[config.mk]
export PLATFORM = sky130hd
export DESIGN_NAME = spi_rx_packer_flat
export DESIGN_NICKNAME = d
export VERILOG_FILES = /design/src/rtl/spi_rx_packer_pkg.sv /design/src/rtl/spi_rx_packer_if.sv /design/src/rtl/npu_sync_edge.sv /design/src/rtl/spi_rx_packer.sv /design/src/flat_wrapper.sv
export SDC_FILE = /design/constraint.sdc
export NUM_CORES = 1
export LEC_CHECK = 0
export CORE_ASPECT_RATIO = 1.5
export CORE_MARGIN = 3
export CORE_UTILIZATION = 41
export DETAILED_ROUTE_END_ITERATION = 12
export SETUP_SLACK_MARGIN = 0.1
export SYNTH_ARGS = -nofsm -noshare
export SYNTH_HDL_FRONTEND = slang
export SYNTH_SLANG_ARGS = --single-unit
[constraint.sdc]
create_clock -name clk -period 8.3 [get_ports clk]
set_input_delay 1.66 -clock clk [delete_from_list [all_inputs] [get_ports clk]]
set_output_delay 1.66 -clock clk [all_outputs]
set_load 0.1 [all_outputs]
[src/rtl/spi_rx_packer_pkg.sv]
// Shared NPU line/word geometry and small helpers for the SPI receive packer.
// Everything that sizes the packer comes from here so the FIFO side stays consistent.
package spi_rx_packer_pkg;

   localparam int NPU_LINE_W      = 256;
   localparam int NPU_WORD_W      = 16;
   localparam int NPU_WORDS       = NPU_LINE_W / NPU_WORD_W;
   localparam int NPU_SYNC_STAGES = 2;
   localparam int BYTE_W          = 8;

   typedef enum logic {
      PHASE_LO = 1'b0,
      PHASE_HI = 1'b1
   } byte_phase_e;

   // LSB-first serial data lands in the MSB and walks down toward bit 0.
   function automatic logic [BYTE_W-1:0] shift_lsb_first(input logic [BYTE_W-1:0] cur,
                                                         input logic              bit_in);
      return {bit_in, cur[BYTE_W-1:1]};
   endfunction

endpackage

[src/rtl/spi_rx_packer_if.sv]
// SPI pins and downstream FIFO write port of the packer, grouped as one bundle.
// The slave modport is the packer; the master modport is whatever drives it.
interface spi_rx_packer_if
   import spi_rx_packer_pkg::*;
#(
   parameter int LINE_W = NPU_LINE_W
);
   logic              spi_ss;
   logic              spi_sclk;
   logic              spi_mosi;
   logic              fifo_full;
   logic              line_wr_en;
   logic [LINE_W-1:0] line_data;

   modport master (
      output spi_ss, spi_sclk, spi_mosi, fifo_full,
      input  line_wr_en, line_data
   );

   modport slave (
      input  spi_ss, spi_sclk, spi_mosi, fifo_full,
      output line_wr_en, line_data
   );
endinterface

[src/rtl/npu_sync_edge.sv]
// N-flop synchronizer for an asynchronous level, with a rising-edge pulse
// derived from the synchronized output.
module npu_sync_edge #(
   parameter int   STAGES = 2,
   parameter logic IDLE   = 1'b0
) (
   input  logic clk,
   input  logic clr,
   input  logic d,
   output logic q,
   output logic rise
);
   logic [STAGES-1:0] chain;
   logic              prev;

   always_ff @(posedge clk) begin
      if (clr) begin
         chain <= {STAGES{IDLE}};
         prev  <= IDLE;
      end else begin
         chain[0] <= d;
         for (int i = 1; i < STAGES; i++) chain[i] <= chain[i-1];
         prev <= chain[STAGES-1];
      end
   end

   assign q    = chain[STAGES-1];
   assign rise = q & ~prev;
endmodule

[src/rtl/spi_rx_packer.sv]
// SPI mode-0 slave receiver that assembles LSB-first bytes into 16-bit words
// and 16-word lines, writing each completed line to the downstream FIFO.
module spi_rx_packer
   import spi_rx_packer_pkg::*;
#(
   parameter int  NPU_DATA_WIDTH = NPU_LINE_W,
   parameter int  WORD_WIDTH     = NPU_WORD_W,
   parameter int  SYNC_STAGES    = NPU_SYNC_STAGES,
   localparam int WORDS_PER_LINE = NPU_DATA_WIDTH / WORD_WIDTH,
   localparam int CNT_W          = $clog2(WORDS_PER_LINE)
) (
   input  logic              clk,
   input  logic              reset_b,
   input  logic              soft_reset,
   spi_rx_packer_if.slave    bus,
   output logic              overflow,
   output logic [CNT_W-1:0]  word_cnt
);

   logic                      clr;
   logic                      sclk_q, sclk_rise;
   logic                      ss_q, ss_rise;
   logic [SYNC_STAGES-1:0]    mosi_sync;
   logic                      mosi_q;

   logic [2:0]                bit_cnt;
   byte_phase_e               phase;
   logic [BYTE_W-1:0]         byte_sr;
   logic [BYTE_W-1:0]         lo_byte;
   logic [WORD_WIDTH-1:0]     line_buf [WORDS_PER_LINE];
   logic [NPU_DATA_WIDTH-1:0] line_flat;
   logic                      vld_p1;
   logic                      line_wr_en_p2;
   logic [NPU_DATA_WIDTH-1:0] line_data_p2;

   logic                      bit_accept;
   logic [BYTE_W-1:0]         byte_next;
   logic                      byte_done;
   logic                      word_done;
   logic                      line_done;

   assign clr = ~reset_b | soft_reset;

   npu_sync_edge #(.STAGES(SYNC_STAGES), .IDLE(1'b0)) u_sync_sclk (
      .clk  (clk),
      .clr  (clr),
      .d    (bus.spi_sclk),
      .q    (sclk_q),
      .rise (sclk_rise)
   );

   npu_sync_edge #(.STAGES(SYNC_STAGES), .IDLE(1'b1)) u_sync_ss (
      .clk  (clk),
      .clr  (clr),
      .d    (bus.spi_ss),
      .q    (ss_q),
      .rise (ss_rise)
   );

   // mosi only needs the same delay as sclk so data and clock stay aligned
   always_ff @(posedge clk) begin
      if (clr) begin
         mosi_sync <= '0;
      end else begin
         mosi_sync[0] <= bus.spi_mosi;
         for (int i = 1; i < SYNC_STAGES; i++) mosi_sync[i] <= mosi_sync[i-1];
      end
   end
   assign mosi_q = mosi_sync[SYNC_STAGES-1];

   always_comb begin
      bit_accept = sclk_rise & ~ss_q;
      byte_next  = shift_lsb_first(byte_sr, mosi_q);
      byte_done  = bit_accept && (bit_cnt == 3'd7);
      word_done  = byte_done && (phase == PHASE_HI);
      line_done  = word_done && (word_cnt == CNT_W'(WORDS_PER_LINE - 1));
   end

   // ---- stage p0: bit shift, byte/word assembly, slot insertion ----
   always_ff @(posedge clk) begin
      if (clr) begin
         bit_cnt  <= '0;
         phase    <= PHASE_LO;
         word_cnt <= '0;
         vld_p1   <= 1'b0;
      end else begin
         vld_p1 <= line_done;
         if (bit_accept)   bit_cnt <= bit_cnt + 3'd1;
         else if (ss_rise) bit_cnt <= '0;
         if (byte_done)    phase <= (phase == PHASE_LO) ? PHASE_HI : PHASE_LO;
         if (word_done)    word_cnt <= line_done ? '0 : word_cnt + CNT_W'(1);
      end
   end

   always_ff @(posedge clk) begin
      if (bit_accept) byte_sr <= byte_next;
      if (byte_done && phase == PHASE_LO) lo_byte <= byte_next;
      if (word_done) line_buf[word_cnt] <= {byte_next, lo_byte};
   end

   always_comb begin
      line_flat = '0;
      for (int i = 0; i < WORDS_PER_LINE; i++)
         line_flat[i*WORD_WIDTH +: WORD_WIDTH] = line_buf[i];
   end

   // ---- stage p1 -> p2: FIFO write or drop of the completed line ----
   always_ff @(posedge clk) begin
      if (clr) begin
         line_wr_en_p2 <= 1'b0;
         line_data_p2  <= '0;
         overflow      <= 1'b0;
      end else begin
         line_wr_en_p2 <= vld_p1 & ~bus.fifo_full;
         if (vld_p1 && !bus.fifo_full) line_data_p2 <= line_flat;
         if (vld_p1 && bus.fifo_full)  overflow     <= 1'b1;
      end
   end

   assign bus.line_wr_en = line_wr_en_p2;
   assign bus.line_data  = line_data_p2;

endmodule

[src/flat_wrapper.sv]
// flat-port wrapper written by rule: the top's interface ports become plain ports
module spi_rx_packer_flat import spi_rx_packer_pkg::*;
#(
   parameter int  NPU_DATA_WIDTH = NPU_LINE_W,
   parameter int  WORD_WIDTH     = NPU_WORD_W,
   parameter int  SYNC_STAGES    = NPU_SYNC_STAGES,
   localparam int WORDS_PER_LINE = NPU_DATA_WIDTH / WORD_WIDTH,
   localparam int CNT_W          = $clog2(WORDS_PER_LINE)
)
  (clk, reset_b, soft_reset, overflow, word_cnt, bus_spi_ss, bus_spi_sclk, bus_spi_mosi, bus_fifo_full, bus_line_wr_en, bus_line_data);
  spi_rx_packer_if #(.LINE_W(NPU_LINE_W)) bus_i ();
  input  logic clk;
  input  logic reset_b;
  input  logic soft_reset;
  output logic overflow;
  output logic [CNT_W-1:0] word_cnt;
  input wire logic [$bits(bus_i.spi_ss)-1:0] bus_spi_ss;
  input wire logic [$bits(bus_i.spi_sclk)-1:0] bus_spi_sclk;
  input wire logic [$bits(bus_i.spi_mosi)-1:0] bus_spi_mosi;
  input wire logic [$bits(bus_i.fifo_full)-1:0] bus_fifo_full;
  output wire logic [$bits(bus_i.line_wr_en)-1:0] bus_line_wr_en;
  output wire logic [$bits(bus_i.line_data)-1:0] bus_line_data;
  assign bus_i.spi_ss = bus_spi_ss;
  assign bus_i.spi_sclk = bus_spi_sclk;
  assign bus_i.spi_mosi = bus_spi_mosi;
  assign bus_i.fifo_full = bus_fifo_full;
  assign bus_line_wr_en = bus_i.line_wr_en;
  assign bus_line_data = bus_i.line_data;
  spi_rx_packer #(.NPU_DATA_WIDTH(NPU_DATA_WIDTH), .WORD_WIDTH(WORD_WIDTH), .SYNC_STAGES(SYNC_STAGES)) u_core (.clk(clk), .reset_b(reset_b), .soft_reset(soft_reset), .bus(bus_i), .overflow(overflow), .word_cnt(word_cnt));
endmodule
# ---- Word level (Yosys, flattened, before mapping)
# Memory sizes are Yosys's and may differ from the RTL's. A register that Yosys moved wholly into a read port is not among the register bits.
# Index checks and enable logic that the tools add are counted.
dict set report op_classes {
  mul 0
  shifts 0
  div_mod_pow 0
  reduce_logical 8
  add_sub_neg 2
  mux 6
  bitwise_logic 11
  n_eq_ne 2
  order_cmp 0
}
# cell count
set ops {}
lappend ops {{$logic_and 1x1->1} 6}
lappend ops {{$mux 3} 2}
lappend ops {{$not 1->1} 6}
lappend ops {{$add 4x1->4 const B} 1}
lappend ops {{$and 1x1->1} 4}
lappend ops {{$eq 4x4->1 const B} 1}
lappend ops {{$mux 4} 1}
lappend ops {{$add 3x1->3 const B} 1}
lappend ops {{$eq 3x3->1 const B} 1}
lappend ops {{$mux 1} 3}
lappend ops {{$reduce_bool 2->1} 1}
lappend ops {{$logic_not 1->1} 1}
lappend ops {{$or 1x1->1} 1}
dict set report totals {
  ff_bits 35
  elab_cells 43
  n_memories 1
  inputBits 7
  rom_bits 0
  ramBits 256
  latchBits 0
}
# memory depth word_bits rd rd_ports_with_merged_regs wr line
set memory_table {}
lappend memory_table {u_core.line_buf 16 16 16 16 1 spi_rx_packer.sv:30} ;# logic [WORD_WIDTH-1:0] line_buf [WORDS_PER_LINE];

# ---- Longest topological paths before layout
# Gate-level depths: netlist (run 1).
dict set report logic_depth {
  depth_word 7
  depth_mapped 6
}

# ---- By module
# A second synthesis (run 1) with hierarchy kept.
dict set report hier_totals {
  hier_cells 1485
  area_unflattened_um2 17920.9
}
# module n_inst area_each_um2 cells_per_inst
set by_module_without_submodules {}
lappend by_module_without_submodules {spi_rx_packer 1 17748.3 1471}
lappend by_module_without_submodules {{npu_sync_edge at u_core.u_sync_sclk} 1 87.6 7}
lappend by_module_without_submodules {{npu_sync_edge at u_core.u_sync_ss} 1 85.1 7}

# ---- Worst setup path after synthesis (run 1)
# No wires, ideal clock.
dict set report synth_timing {
  path_type {reg2reg}
  from {register u_core.word_cnt[1]}
  to {memory u_core.line_buf[3][0] (netlist bit) (enable)}
  slack_ns 5.271
  stages_incl_launch_ff 4
  arrival_time_ns 2.619
  path_cell_list {dfxtp_1 ha_1 nand3_1 nor3_1}
}
# element line
set synth_lines {}
lappend synth_lines {{start, declared} spi_rx_packer.sv:17} ;# output logic [CNT_W-1:0] word_cnt
lappend synth_lines {{start signal, assigned} spi_rx_packer.sv:91} ;# if (word_done) word_cnt <= line_done ? '0 : word_cnt + CNT_W'(1);
lappend synth_lines {{end, declared} spi_rx_packer.sv:30}
# Straight into the memory's write port.

# ---- Worst setup path in the final report (run 1)
dict set report layout_timing {
  from {register u_core.word_cnt[2]}
  to {output word_cnt[2]}
}
# element line
set layout_lines {}
lappend layout_lines {{end, declared} flat_wrapper.sv:16} ;# output logic [CNT_W-1:0] word_cnt;
# No word-level cell between the ends.

==> results of run 1 <==
[layer usage]
metal / GRT usage [%] / share of wire [%] / up-vias
met3: 2.78 / 5.1 / 66
met2: 35.7 / 52 / 325
met4: 7.07 / 3.1 / 0
li1: - / - / 5502
met1: 24.2 / 40 / 5638
met5: 0 / 0 / -
[flip-flops by register name, indices dropped and copies added (netlist names)]
name / cells
u_core.byte_sr: 7
u_core.u_sync_sclk.chain: 2
u_core.u_sync_ss.prev: 1
u_core.vld_p1: 1
u_core.lo_byte: 8
u_core.u_sync_ss.chain: 2
u_core.phase: 1
u_core.line_buf: 256
u_core.u_sync_sclk.prev: 1
u_core.bus.line_wr_en: 1
u_core.bit_cnt: 3
bus_line_data: 256
u_core.mosi_sync: 2
u_core.overflow: 1
u_core.word_cnt: 4
[logic make-up (layout without fill, tap and decap cells)]
logic type	Yosys count	after routing	synth area share, %
and+or+nand+nor	572	572	12.6
xor gates and xnor gates	1	1	0.0494
buffers and inverters	96	380	2.36
DFF	546	546	77.0
AOI/OAI and AO/OA	268	268	7.57
adders and majority gates	6	6	0.424
[synth_stat cells (all sizes together)]
| library cell | n | area share [%] |
|---|---|---|
| a21oi | 264 | 7.5 |
| a31oi | 1 | 0.035 |
| and2 | 6 | 0.21 |
| and3 | 1 | 0.035 |
| and4bb | 1 | 0.071 |
| buf | 47 | 1.3 |
| clkbuf | 46 | 0.97 |
| dfxtp | 275 | 31 |
| edfxtp | 271 | 46 |
| ha | 6 | 0.42 |
| inv | 3 | 0.064 |
| nand2 | 517 | 11 |
| nand2b | 8 | 0.28 |
| nand3 | 10 | 0.28 |
| nand4 | 1 | 0.035 |
| nor2 | 15 | 0.32 |
| nor2b | 3 | 0.11 |
| nor3 | 6 | 0.17 |
| nor4 | 1 | 0.035 |
| o21ai | 3 | 0.085 |
| or2b | 1 | 0.042 |
| or3 | 1 | 0.035 |
| or3b | 1 | 0.049 |
| xnor2 | 1 | 0.049 |
[power by group]
group,internal [mW],switching (mW),total (mW)
combinational,0.00504,0.0241,0.0291
sequential,2.80,0.000256,2.80
clock,1.27,0.951,2.22
[cell type report]
class	instances	area, µm²	share of cell area [%]
Sequential cell	546	13600	60.6
Clock buffer	76	1460	6.49
Timing Repair Buffer	287	2840	12.6
Clock inverter	14	121	0.539
Tap cell	564	706	3.14
Inverter	3	11.3	0.0500
Multi-Input combinational cell	847	3720	16.5
[stage by stage]
step / setup slack [ns] / instances / area (µm²)
3_3_place_gp: 3.98 / 2247 / 20900
2_1_floorplan: 5.27 / 1489 / 17700
6_report: 4.17 / 2337 / 22500
3_5_place_dp: 3.96 / 2247 / 20900
4_1_cts: 4.15 / 2337 / 22500
5_1_grt: 4.11 / 2337 / 22500
[worst paths after layout]
kind / end / startpoint / cells past startpoint
setup / recovery: word_cnt[2] / u_core.word_cnt[2] / 1
setup reg to reg: u_core.line_buf[8][2] / u_core.u_sync_ss.chain[1] / 4
hold reg to reg: u_core.u_sync_ss.chain[1] / u_core.u_sync_ss.chain[0] / 1
hold / removal: u_core.u_sync_ss.chain[1] / u_core.u_sync_ss.chain[0] / 1
==> results.toml, run 1 <==
[run_status]
status = "completed"

[clock_network]
cts_tree = "done"
clk_pin_slew_ns = 0.06
cts-root-buf = "clkbuf_16"
cts_sinks = 546
htree_levels = 2
cts_buffer_depth = 3
clk_latency_ns = 0.56
cts_resized = 0
cts_made_buffers = 49
cts_setup_buffers = 0
cts_hold_buf = 0

[flow_run]
drv_cap = 0

[placed_design]
place_congestion = 0.753
io_buffers = 268
dp_hpwl_um = 27800

[route]
post_drt_wl_per_cell_um = 20.0
drt_wl_total_um = 46700
drt_iter0_markers = 685
vias = 11500
drt_pass1_iterations = 5
viasPerCell = 4.93
route.antenna.remaining_nets = 0
drcViolationCount = 0

[worst_setup_path]
max_stage_delay_ns = 1.28
path_buf_inv = 1
worstPathMaxFanout = 12
path_cells = "clkdlybuf4s50_1"
arrival_ns = 2.47
cp.required_ns = 6.64
crit_path_top_delay_cell = "clkdlybuf4s50_1"
r2r_slack_ns = 5.46
crit_family = "buffers and inverters"
crit_path_end_kind = "output port"
path_class = "reg -> out"
startpoint_type = "register"

[synth]
synth_seq_area_share_pct = 77.0
synth.avg_cell_area_um2 = 11.9
synth_cell_type_count = 27
syn_area_um2 = 17700
synth_cells = 1489
synth-seq-cells = 546
synth_fp_nets = 1502
ys_warn_count = 0

[floorplan]
die_w_um = 176
die-area_um2 = 45800
initial_core_util_pct = 41.8
core.rowCount = 92
die_h_um = 261
core_area_um2 = 42400
ios = 269

[global_route]
grt_pass1_vias = 11100
gr-total-overflow = 0
grt_pass1_wl_um = 68600
track_usage_pct = 19.8
antenna_found_initial = 0
grt_max_degree = 237

[finish]
final_common_cell = "nand2_1"
final_core_util_pct = 53.1
fin_nets = 1747
antenna_cells = 0
drive_gt1_share_pct = 5.81
syn_to_final_growth_pct = 27.0
fill_cells = 3729
final_cell_mix = "nand2_1 (517), dfxtp_1 (275), edfxtp_1 (271), clkdlybuf4s50_1 (268), a21oi_1 (264)"

[hold_path]
hold_class = "reg -> reg"

[timing]
setup_viol = 0
relSlewSlack_pct = 6.07
fin_tns_setup_ns = 0
worstMarginPinSlew_ns = 1.41
min_period_over_period_pct = 49.8
fin_crit_ns = 4.13
whs_ns = 0.417
grt_setup_unrepaired = "false"
slew_violations = 0
fmax_mhz = 242
hold_viol = 0
fin_skew_ns = 0.0124

[power]
ir_drop_uv = 127
powerDensity_nw_per_um2 = 225
finalPower_mw = 5.05
p_leak_nw = 7.11
Note: power is estimated with default switching activity, not from simulation.
==> inputs of run 2 (changes only) <==
clock period = 4.2 ns   (was 8.3 ns; I/O delays follow)
==> results.toml, run 2 (synthesized netlist as in run 1, its figures left out) <==
[finish]
fill_cells = 3736
drive_gt1_share_pct = 6.01
final_common_cell = "nand2_1"
antenna_cells = 0
syn_to_final_growth_pct = 27.2
finalInstanceArea_um2 = 22500
fin_nets = 1754
final_cell_mix = "nand2_1 (517), dfxtp_1 (275), edfxtp_1 (271), clkdlybuf4s50_1 (267), a21oi_1 (264)"
final_core_util_pct = 53.2

[timing]
fin_tns_setup_ns = 0
min_period_over_period_pct = 77.3
setup_viol = 0
grt_setup_unrepaired = "false"
fin_crit_ns = 3.25
relSlewSlack_pct = 10.8
fmax_mhz = 308
slew_violations = 0
worstMarginPinSlew_ns = 1.34
fin_skew_ns = 0.0105
hold_viol = 0

[route]
viasPerCell = 4.93
drt_wl_total_um = 47300
drt_pass1_iterations = 5
route.antenna.remaining_nets = 0
drcViolationCount = 0
drt_iter0_markers = 854
vias = 11600
post_drt_wl_per_cell_um = 20.2

[power]
finalPower_mw = 9.77
ir_drop_uv = 302
p_leak_nw = 7.14
powerDensity_nw_per_um2 = 433

[global_route]
track_usage_pct = 20.1
grt_max_degree = 93
antenna_found_initial = 1
grt_pass1_vias = 11300
gr-total-overflow = 0
grt_pass1_wl_um = 69400

[clock_network]
clk_latency_ns = 0.55
cts_resized = 0
cts_hold_buf = 0
cts_made_buffers = 49
cts-root-buf = "clkbuf_16"
htree_levels = 2
clk_pin_slew_ns = 0.06
cts_setup_buffers = 0
cts_sinks = 546
cts_tree = "done"
cts_buffer_depth = 3

[worst_setup_path]
path_class = "reg -> out"
worstPathMaxFanout = 10
arrival_ns = 2.41
path_buf_inv = 1
cp.required_ns = 3.36
startpoint_type = "register"
crit_family = "buffers and inverters"
max_stage_delay_ns = 1.29
path_cells = "clkdlybuf4s50_1"
crit_path_end_kind = "output port"
crit_path_top_delay_cell = "clkdlybuf4s50_1"

[hold_path]
hold_class = "reg -> reg"

[floorplan]
core_area_um2 = 42400
die_h_um = 261
core.rowCount = 92
initial_core_util_pct = 41.8
ios = 269
die-area_um2 = 45800
die_w_um = 176

[run_status]
status = "completed"

[placed_design]
place_congestion = 0.777
io_buffers = 268
dp_hpwl_um = 28600
dpl_cell_area_um2 = 21100

[flow_run]
drv_cap = 0
[run 2: cell count changes in the layout (fill, tap and decap cells not counted)]
cell             before  now
buf_12                1    9
bufinv_16             2    1
clkbuf_1             16   22
clkbuf_16            51   49
clkbuf_8              9    5
clkdlybuf4s50_1     268  267
clkinv_1              6    3
clkinv_2              3    8
clkinvlp_4            2    0
[run 2: per-layer routing]
layer  global-route usage (%)  share of wire, %
met4                     7.97               4.0
met3                     2.72               4.3
met2                     36.2                52
met5                        0                 0
met1                     24.3                39
[run 2: layout make-up]
class,instances,area (µm²),area share (%)
Tap cell,564,706,3.13
Multi-Input combinational cell,847,3720,16.5
Clock buffer,76,1380,6.11
Inverter,3,11.3,0.0500
Sequential cell,546,13600,60.5
Timing Repair Buffer,294,2990,13.3
Clock inverter,13,90.1,0.400
[run 2: report_power, final]
| group | switching (mW) | internal (mW) | total (mW) |
|---|---|---|---|
| clock | 1.85 | 2.32 | 4.17 |
| combinational | 0.0472 | 0.0151 | 0.0623 |
| sequential | 0.00105 | 5.54 | 5.54 |
[run 2: final timing paths]
check                                          startpoint                   endpoint  slack (ns)  cells after the start
worst max-delay path                   u_core.word_cnt[3]                word_cnt[3]        0.95                      1
worst max register to register  u_core.u_sync_ss.chain[1]      u_core.line_buf[4][7]        1.46                      4
worst min register to register  u_core.u_sync_ss.chain[0]  u_core.u_sync_ss.chain[1]        0.41                      1
worst min-delay path            u_core.u_sync_ss.chain[0]  u_core.u_sync_ss.chain[1]        0.41                      1
[run 2: metrics by stage]
step | instances | worst slack [ns] | hold WS, ns
2_1_floorplan | 1489 | 1.17 | 0.386
3_3_place_gp | 2254 | 1.46 | 0.392
3_5_place_dp | 2254 | 1.40 | 0.392
4_1_cts | 2343 | 0.905 | 0.411
5_1_grt | 2343 | 0.861 | 0.440
6_report | 2343 | 0.952 | 0.412
==> inputs of run 3 (changes only) <==
clock period = 3.1 ns   (was 4.2 ns; I/O delays follow)
==> results.toml, run 3 (synthesized netlist as in run 1, its figures left out) <==
[worst_setup_path]
worstPathMaxFanout = 18
crit_path_end_kind = "register"
startpoint_type = "register"
cp.required_ns = 3.37
path_class = "reg -> reg"
arrival_ns = 2.66

[timing]
fin_skew_ns = 0.0157
setup_viol = 0
slew_violations = 0
fmax_mhz = 419
fin_tns_setup_ns = 0
worstMarginPinSlew_ns = 1.34
fin_crit_ns = 2.39
min_period_over_period_pct = 77.1
relSlewSlack_pct = 10.5
hold_viol = 0
grt_setup_unrepaired = "false"

[route]
vias = 11600
post_drt_wl_per_cell_um = 19.8
drt_iter0_markers = 730
viasPerCell = 4.92
drt_pass1_iterations = 8
drcViolationCount = 0
route.antenna.remaining_nets = 0
drt_wl_total_um = 46600

[run_status]
status = "completed"

[power]
p_sw_share_pct = 19.2
p_int_mw = 11.2
ir_drop_uv = 472
pwr-share-seq_pct = 54.2
pwr-share-clk_pct = 45.2
powerDensity_nw_per_um2 = 624
p_leak_nw = 7.83
pwr-share-comb_pct = 0.6
p_switching_mw = 2.66

[clock_network]
cts_tree = "done"
cts_hold_buf = 0
clk_latency_ns = 0.56
cts_setup_buffers = 0
cts_resized = 0
htree_levels = 2
cts-root-buf = "clkbuf_16"
clk_pin_slew_ns = 0.06
cts_buffer_depth = 3
cts_made_buffers = 50
cts_sinks = 546

[floorplan]
ios = 269
die_w_um = 176
initial_core_util_pct = 41.8
die-area_um2 = 45800
core_area_um2 = 42400
die_h_um = 261
core.rowCount = 92

[finish]
fin_nets = 1760
final_cell_mix = "nand2_1 (517), buf_4 (282), dfxtp_1 (275), edfxtp_1 (271), a21oi_1 (264)"
antenna_cells = 0
finalInstanceArea_um2 = 22200
fill_cells = 3761
syn_to_final_growth_pct = 25.1
final_common_cell = "nand2_1"
final_core_util_pct = 52.4
instances_no_fill = 2352
drive_gt1_share_pct = 21.7

[global_route]
gr-total-overflow = 0
antenna_found_initial = 0
track_usage_pct = 19.8
grt_pass1_wl_um = 68800
grt_pass1_vias = 11200
grt_max_degree = 127

[flow_run]
drv_cap = 0

[placed_design]
dp_cells = 2259
dpl_cell_area_um2 = 20500
dp_hpwl_um = 27700
place_congestion = 0.762
io_buffers = 268

[hold_path]
hold_class = "reg -> reg"
run 3: cell types whose count changed in the layout (fill, tap and decap cells not counted), moves of 3 or more:
| cell | delta |
|---|---|
| buf_4 | +264 |
| clkdlybuf4s50_1 | -261 |
| clkbuf_1 | -13 |
| clkbuf_16 | +4 |
| clkbuf_8 | +4 |
| bufinv_16 | +3 |
| clkinv_1 | +3 |
run 3: metal layers:
| metal | vias up | global-route usage, % | part of all wire, % | wire, µm |
|---|---|---|---|---|
| li1 | 5542 | - | - | - |
| met1 | 5660 | 24.4 | 40 | 18700 |
| met2 | 297 | 36.1 | 53 | 24700 |
| met3 | 72 | 2.87 | 4.6 | 2160 |
| met4 | 0 | 5.55 | 2.3 | 1070 |
| met5 | - | 0 | 0 | 0 |
run 3: worst paths after layout:
kind	start	slack [ns]	cells after the start	end
setup / recovery	u_core.u_sync_ss.chain[1]	0.71	5	u_core.line_buf[8][5]
hold / removal	u_core.u_sync_ss.chain[0]	0.41	1	u_core.u_sync_ss.chain[1]
setup reg to reg	u_core.u_sync_ss.chain[1]	0.71	5	u_core.line_buf[8][5]
hold reg to reg	u_core.u_sync_ss.chain[0]	0.41	1	u_core.u_sync_ss.chain[1]
run 3: layout make-up:
type                       instances  area, µm²  area share (%)
clock inverter                    22        208           0.936
multi-input combinational        847       3730            16.8
clock buffer                      71       1480            6.69
tap                              564        706            3.18
sequential                       546      13600            61.5
inverter                           3       11.3          0.0508
timing repair buffer             299       2400            10.8
run 3: power groups by stage:
stage / Clock, mW / Combinational, mW / Sequential, mW
final: 6.25 / 0.0836 / 7.50
after floorplan: 0 / 0.0500 / 7.66
after global placement: 0 / 0.0849 / 7.66
after CTS: 6.39 / 0.0845 / 7.50
after global routing: 6.69 / 0.0905 / 7.50
after detailed placement: 0 / 0.0844 / 7.66
run 3: worst max-delay path: stages, from the launching register on:
cell,delay [ns]
dfxtp_1,0.32
or3b_1,0.51
inv_2,0.32
nand3_1,0.28
nor2_2,0.44
buf_12,0.21
run 3: metrics by stage:
stage	total power, mW	hold WS [ns]	setup WS [ns]
2_1_floorplan	7.71	0.386	0.135
3_3_place_gp	7.75	0.396	0.714
3_5_place_dp	7.75	0.398	0.696
4_1_cts	14.0	0.412	0.683
5_1_grt	14.3	0.436	0.555
6_report	13.8	0.410	0.711
